==> src/rtl/population_rate_counter.sv <==
// Counts the fired neurons in a 128-bit population frame, one 8-bit slice per cycle,
// and sums the per-frame counts over a window of WIN_FRAMES frames.
module population_rate_counter #(
    parameter int unsigned WIN_FRAMES = 16
) (
    input  logic         clk,
    input  logic         reset,
    input  logic         pop_valid,
    input  logic [127:0] population,
    output logic         busy,
    output logic [7:0]   frame_count,
    output logic         frame_valid,
    output logic [15:0]  rate_out,
    output logic         rate_valid,
    output logic         overrun
);

    localparam int unsigned POP_W      = 128;
    localparam int unsigned SLICE_W    = 8;
    localparam int unsigned CNT_W      = 8;
    localparam int unsigned RATE_W     = 16;
    localparam int unsigned IDX_W      = 4;
    localparam int unsigned FIDX_W     = 8;
    localparam int unsigned LAST_SLICE = (POP_W / SLICE_W) - 1;
    localparam int unsigned LAST_FRAME = WIN_FRAMES - 1;

    typedef enum logic [1:0] {
        IDLE  = 2'd0,
        COUNT = 2'd1,
        DONE  = 2'd2
    } state_t;

    state_t              state_q;
    state_t              state_d;
    logic [POP_W-1:0]    shreg;
    logic [CNT_W-1:0]    acc;
    logic [IDX_W-1:0]    slice_idx;
    logic [FIDX_W-1:0]   frame_idx;
    logic [RATE_W-1:0]   window_sum;
    logic [3:0]          slice_pc;
    logic                last_frame;
    logic [RATE_W-1:0]   frame_total;

    function automatic logic [3:0] popcount8(input logic [7:0] v);
        logic [3:0] c;
        c = 4'd0;
        for (int i = 0; i < 8; i++) begin
            c = c + 4'(v[i]);
        end
        return c;
    endfunction

    always_ff @(posedge clk) begin
        if (reset) begin
            state_q <= IDLE;
        end else begin
            state_q <= state_d;
        end
    end

    // Next state plus the combinational helpers used by the datapath
    always_comb begin
        state_d     = state_q;
        slice_pc    = popcount8(shreg[SLICE_W-1:0]);
        last_frame  = (frame_idx == FIDX_W'(LAST_FRAME));
        frame_total = window_sum + RATE_W'(acc);
        case (state_q)
            IDLE:    if (pop_valid) state_d = COUNT;
            COUNT:   if (slice_idx == IDX_W'(LAST_SLICE)) state_d = DONE;
            DONE:    state_d = IDLE;
            default: state_d = IDLE;
        endcase
    end

    always_ff @(posedge clk) begin
        if (reset) begin
            shreg       <= '0;
            acc         <= '0;
            slice_idx   <= '0;
            frame_idx   <= '0;
            window_sum  <= '0;
            busy        <= 1'b0;
            frame_count <= '0;
            frame_valid <= 1'b0;
            rate_out    <= '0;
            rate_valid  <= 1'b0;
            overrun     <= 1'b0;
        end else begin
            frame_valid <= 1'b0;
            rate_valid  <= 1'b0;
            busy        <= (state_d != IDLE);
            // A frame offered while one is still in flight is dropped
            if (pop_valid && (state_q != IDLE)) begin
                overrun <= 1'b1;
            end
            case (state_q)
                IDLE: begin
                    if (pop_valid) begin
                        shreg     <= population;
                        acc       <= '0;
                        slice_idx <= '0;
                    end
                end
                COUNT: begin
                    acc       <= acc + CNT_W'(slice_pc);
                    shreg     <= shreg >> SLICE_W;
                    slice_idx <= slice_idx + IDX_W'(1);
                end
                DONE: begin
                    frame_count <= acc;
                    frame_valid <= 1'b1;
                    if (last_frame) begin
                        rate_out   <= frame_total;
                        rate_valid <= 1'b1;
                        window_sum <= '0;
                        frame_idx  <= '0;
                    end else begin
                        window_sum <= frame_total;
                        frame_idx  <= frame_idx + FIDX_W'(1);
                    end
                end
                default: ;
            endcase
        end
    end

endmodule

==> config.mk <==
export PLATFORM = sky130hd
export DESIGN_NAME = population_rate_counter
export DESIGN_NICKNAME = d
export VERILOG_FILES = /design/src/rtl/population_rate_counter.sv
export SDC_FILE = /design/constraint.sdc
export NUM_CORES = 1
export LEC_CHECK = 0
export ABC_CLOCK_PERIOD_IN_PS = 5100
export BUFFER_PORTS_ARGS = -buffer_cell sky130_fd_sc_hd__buf_2
export CAP_MARGIN = 30
export CORE_ASPECT_RATIO = 1.25
export CORE_MARGIN = 1.5
export CORE_UTILIZATION = 50
export CTS_CLUSTER_SIZE = 10
export DETAILED_ROUTE_END_ITERATION = 8
export PLACE_DENSITY = 0.73
export SYNTH_ARGS = -nofsm -noshare
export SYNTH_HDL_FRONTEND = slang
export SYNTH_SLANG_ARGS = --single-unit
==> constraint.sdc <==
create_clock -name clk -period 5.1 [get_ports clk]
set_input_delay 0.765 -clock clk [delete_from_list [all_inputs] [get_ports clk]]
set_output_delay 0.765 -clock clk [all_outputs]
set_load 0.03 [all_outputs]
* Yosys cells after proc, flatten, opt, wreduce, memory -nomap -nowiden *
Cells that the tools add are included.

word-level totals
  register bits after elaboration = 194
  bits of input ports = 131
  output and inout bits = 28

operators by class
  $add $sub $neg = 11
  equal/unequal tests = 5
  muxes and demuxes = 13
  bitwise gates (word level) = 1
  reductions and logical operators = 8

operators with widths
  operator                                                         count
  128-bit one-hot mux with 2 select lines                          1
  128-bit two-way mux                                              1
  16-bit by 8-bit adder with 16-bit output                         1
  4-bit by 1-bit adder with 4-bit output                           4
  16-bit two-way mux                                               1
  8-bit two-way mux                                                2
  8-bit one-hot mux with 2 select lines                            1
  8-bit by 1-bit adder with 8-bit output, second input constant    1
  8-bit by 4-bit adder with 8-bit output                           1
  8-bit by 4-bit == test with 1-bit output, second input constant  1
  4-bit one-hot mux with 2 select lines                            1
  2-bit nonzero test                                               3
  3-bit by 1-bit adder with 4-bit output                           1
  4-bit by 1-bit adder with 4-bit output, second input constant    1
  4-bit == test, second input constant                             1
  2-bit two-way mux                                                2
  4-bit two-way mux                                                1
  2-bit one-hot mux with 2 select lines                            1
  2-bit AND reduction                                              2
  2-bit by 1-bit adder with 3-bit output                           1
  1-bit by 1-bit adder with 2-bit output                           1
  2-bit by 1-bit == test with 1-bit output, second input constant  1
  2-bit == test, second input constant                             1
  2-bit logical NOT                                                1
  other kinds (5)                                                  6

* Depth between registers and ports, before layout *
  word-level depth = 9
  mapped depth = 12
  gate-level depth less buffers = 12

* Worst setup path before layout *
No wires, ideal clock.

  kind = register -> register
  from = register shreg[0]
  to = register acc[4]
  library setup time = 0.065 ns
  data arrival time = 3.330 ns
  required time = 5.035 ns
  slack = 1.705 ns
  cell stages (with the launch flop) = 12
  path buffers = 0
  clock period less this slack = 3.395 ns
  path through = dfxtp_1 fa_1 inv_1 fa_1 fa_1 fa_1 fa_1 nor2b_1 o21ai_0 a21oi_1 mux2_2 nor2_1

between the ends
  cells in the longest elaborated chain, start to end = 9

RTL lines
  what                                                 line  text
  start: declaration                                   35    logic [POP_W-1:0] shreg;
  start signal: assignment                             99    shreg <= population;
  start signal: assignment                             106   shreg <= shreg >> SLICE_W;
  1-bit by 1-bit adder with 2-bit output               48    c = c + 4'(v[i]);
  2-bit by 1-bit adder with 3-bit output               48
  3-bit by 1-bit adder with 4-bit output               48
  4-bit by 1-bit adder with 4-bit output (4 in a row)  48
  8-bit by 4-bit adder with 8-bit output               105   acc <= acc + CNT_W'(slice_pc);
  8-bit one-hot mux with 2 select lines                96    case (state_q)
  end signal: assignment                               105
  end: declaration                                     36    logic [CNT_W-1:0] acc;

Every way passes these cells.
A chain may end at the register's enable or synchronous reset.

* Worst setup path in the final report *
  from = register shreg[0]
  to = register acc[6]

Same word-level chain as after synthesis.

==> run metrics <==
area of the multi-input gates 3846 sq um; Setup Skew 9.517 ps; clock transition at the registers of the reported paths 70 ps; switching power total 0.0009516 W; Critical Path Source shreg[0]; most frequent CP cell fa_1; Worst R2R End acc[6]; core area 16780 sq um; CTS H-tree lvls 4; fin area 9973 sq um; filler instances 1548; DIE WIDTH 120.2 microns; hpwl dp 14970 microns; Port Buffer Count 158; sequential element share of the synthesized area 0.4527; # clock sinks 194; Nets 1216; Reg power frac 0.495; DR iter-0 viols 804; Int Power 0.002480 W; grt total ovfl 0; CP required 5470 ps; Comb power frac 0.131; CP bufs+invs 1; pwr/cell area 344.1 nW/um^2; Via density 6.027; WL/cell 17.57 microns; Min-Delay Endpoint overrun; Global Route Usage Sum 0.2517; clk_lat worst skew 440 ps; Most used DFF post-synth dfxtp_1; most common cell after layout, fill and taps aside dfxtp_1; # DRC 0; clock share of power 0.374; synthesized cell area 8579 sq um; post-route ant nets 0; worst r2r src shreg[0]; Slowest-stage cell, CP fa_1; Vert. Die Dim 149.5 microns; cell leakage power 4.080 nW; share of layout cells above drive strength 1 0.1972; TritonRoute pass-1 iters 5; worst-path fanout max 2; fmax 277.0 MHz; Final Setup Violations 0; Final min period 3610 ps; Yosys reg bits 194; Setup CP Type reg -> reg; most frequent cells in the layout dfxtp_1, buf_2, inv_1; Post-CTS Resized 0; initial antenna violation count 7; FF-to-FF setup slack 1490 ps; RD Place Congestion 0.8195; Worst R2R Path Depth 11; cts bufs inserted 17; Final period util 0.7078; slew margin rel. 0.3081; final setup TNS 0 ps; vias in the first global route 7428; final wirelength 22880 microns; synth unique cells 55; Hold Violations, Final 0; FFs w/ async S/R, synth 0; Max stage delay on crit path 550 ps; Post-Synthesis Cells 963; hold path depth 2; CP Launch Type flip-flop; Layout area overhead 16.25%; Sequential Area 3884 sq um; Slew @ Worst Pin 1038 ps; hold crit path type reg -> reg; Clock Root Buffer clkbuf_16; Cell Chain, Critical Path fa_1, inv_1, fa_1, fa_1, fa_1, fa_1, nor2b_1, o21ai_0, a21oi_1, mux2_2, nor2_1; largest net degree at the start of global routing 99; Max Root-Sink Buffers 2; row count 53; Peak supply drop 210.0 uV; synth warn 0; I/O pin count 159; Post-Syn Nets 1116; Hold Crit Start overrun; first-pass GRT wire length 36600 microns; placed instance area 9397 sq um; sw frac 0.2773; final slew viol count 0; status finished, final reports clean; Post-CTS Setup Inserts 0; Avg Inst Size Synth 8.909 sq um; hold_buf cts 0; Post-synth EDFFs 0; delay-heaviest family, CP adder cells; DR vias 7847; Die Footprint 17960 sq um; Initial Util 0.5114; CP Capture Type flip-flop; CTS tree done; max_cap viols 0; WP data arrival 3980 ps; RSZ-0062 raised after global routing no
[kinds of logic after synthesis]
logic type,after synthesis,synth area share
AOI/OAI and AO/OA,348,0.3006
buffers and inverters,222,0.1019
DFF,194,0.4527
and+or+nand+nor,162,0.09086
adders and majority gates,22,0.03733
xor gates and xnor gates,10,0.01021
muxes,5,0.006416
[power groups by stage]
stage               Combinational (W)  Clock, W  Sequential (W)
floorplan                    0.000329         0         0.00170
global placement             0.000433         0         0.00173
detailed placement           0.000447         0         0.00173
CTS                          0.000452   0.00130         0.00170
global route                 0.000502   0.00137         0.00171
finish                       0.000450   0.00128         0.00170
[routing by layer]
layer,GRT usage,part of all wire,up-vias
met5,0,0.00048,-
met4,0.09048,0.023,2
met1,0.3133,0.42,3774
li1,-,-,3802
met2,0.4229,0.49,229
met3,0.06288,0.059,40
[worst min-delay path: cells and delay by family (launching register included)]
family          cells  cell delay [ps]
compound gates      1               50
buf+inv             1               50
flops               1              310
[metrics by stage]
step / hold WS (ps) / setup slack (ps) / utilization / cells / power (W)
global placement: 431.3 / 1607 / 0.5584 / 1263 / 0.002161
detailed placement: 434.5 / 1490 / 0.5601 / 1264 / 0.002179
floorplan: 446.9 / 1705 / - / 963 / 0.002034
finish: 444.0 / 1490 / 0.5945 / 1302 / 0.003432
global route: 477.3 / 1334 / 0.5940 / 1299 / 0.003586
CTS: 445.1 / 1478 / 0.5934 / 1295 / 0.003448
[sequential cells by signal (all words and copies together), names as in the netlist]
signal and cells:
shreg 128, rate_out 16, window_sum 16, acc 8, frame_count 8, frame_idx 8, slice_idx 4, state_q 2
busy 1, frame_valid 1, overrun 1, rate_valid 1
[worst max-delay path by stage]
stage                  end  slack (ps)  depth (start not counted)
global route        acc[6]        1330                         11
CTS                 acc[6]        1480                         11
detailed placement  acc[6]        1490                         11
global placement    acc[6]        1610                         11
floorplan           acc[4]        1710                         11
finish              acc[6]        1490                         11
[final cells by class]
class / instances / area share
sequential: 194 / 0.3894
multi-input combinational: 547 / 0.3856
timing repair buffer: 166 / 0.08757
inverter: 137 / 0.05194
clock buffer: 18 / 0.04403
tap: 220 / 0.02760
clock inverter: 13 / 0.01204
antenna: 7 / 0.001756
[Yosys cell counts (all sizes together), types with 5 or more instances]
cell | number | area share
a21o | 6 | 0.0052
a21oi | 26 | 0.015
a221oi | 122 | 0.13
a22oi | 17 | 0.015
and3 | 9 | 0.0066
buf | 27 | 0.017
clkbuf | 58 | 0.025
dfxtp | 194 | 0.45
fa | 6 | 0.014
ha | 16 | 0.023
inv | 137 | 0.060
nand2 | 46 | 0.020
nand3 | 23 | 0.014
nand4 | 8 | 0.0058
nor2 | 49 | 0.021
nor2b | 6 | 0.0044
o211ai | 8 | 0.0070
o21a | 5 | 0.0044
o21ai | 15 | 0.0087
o22ai | 120 | 0.088
or4 | 6 | 0.0052
xnor2 | 6 | 0.0061
Note: power is estimated with default switching activity, not from simulation.
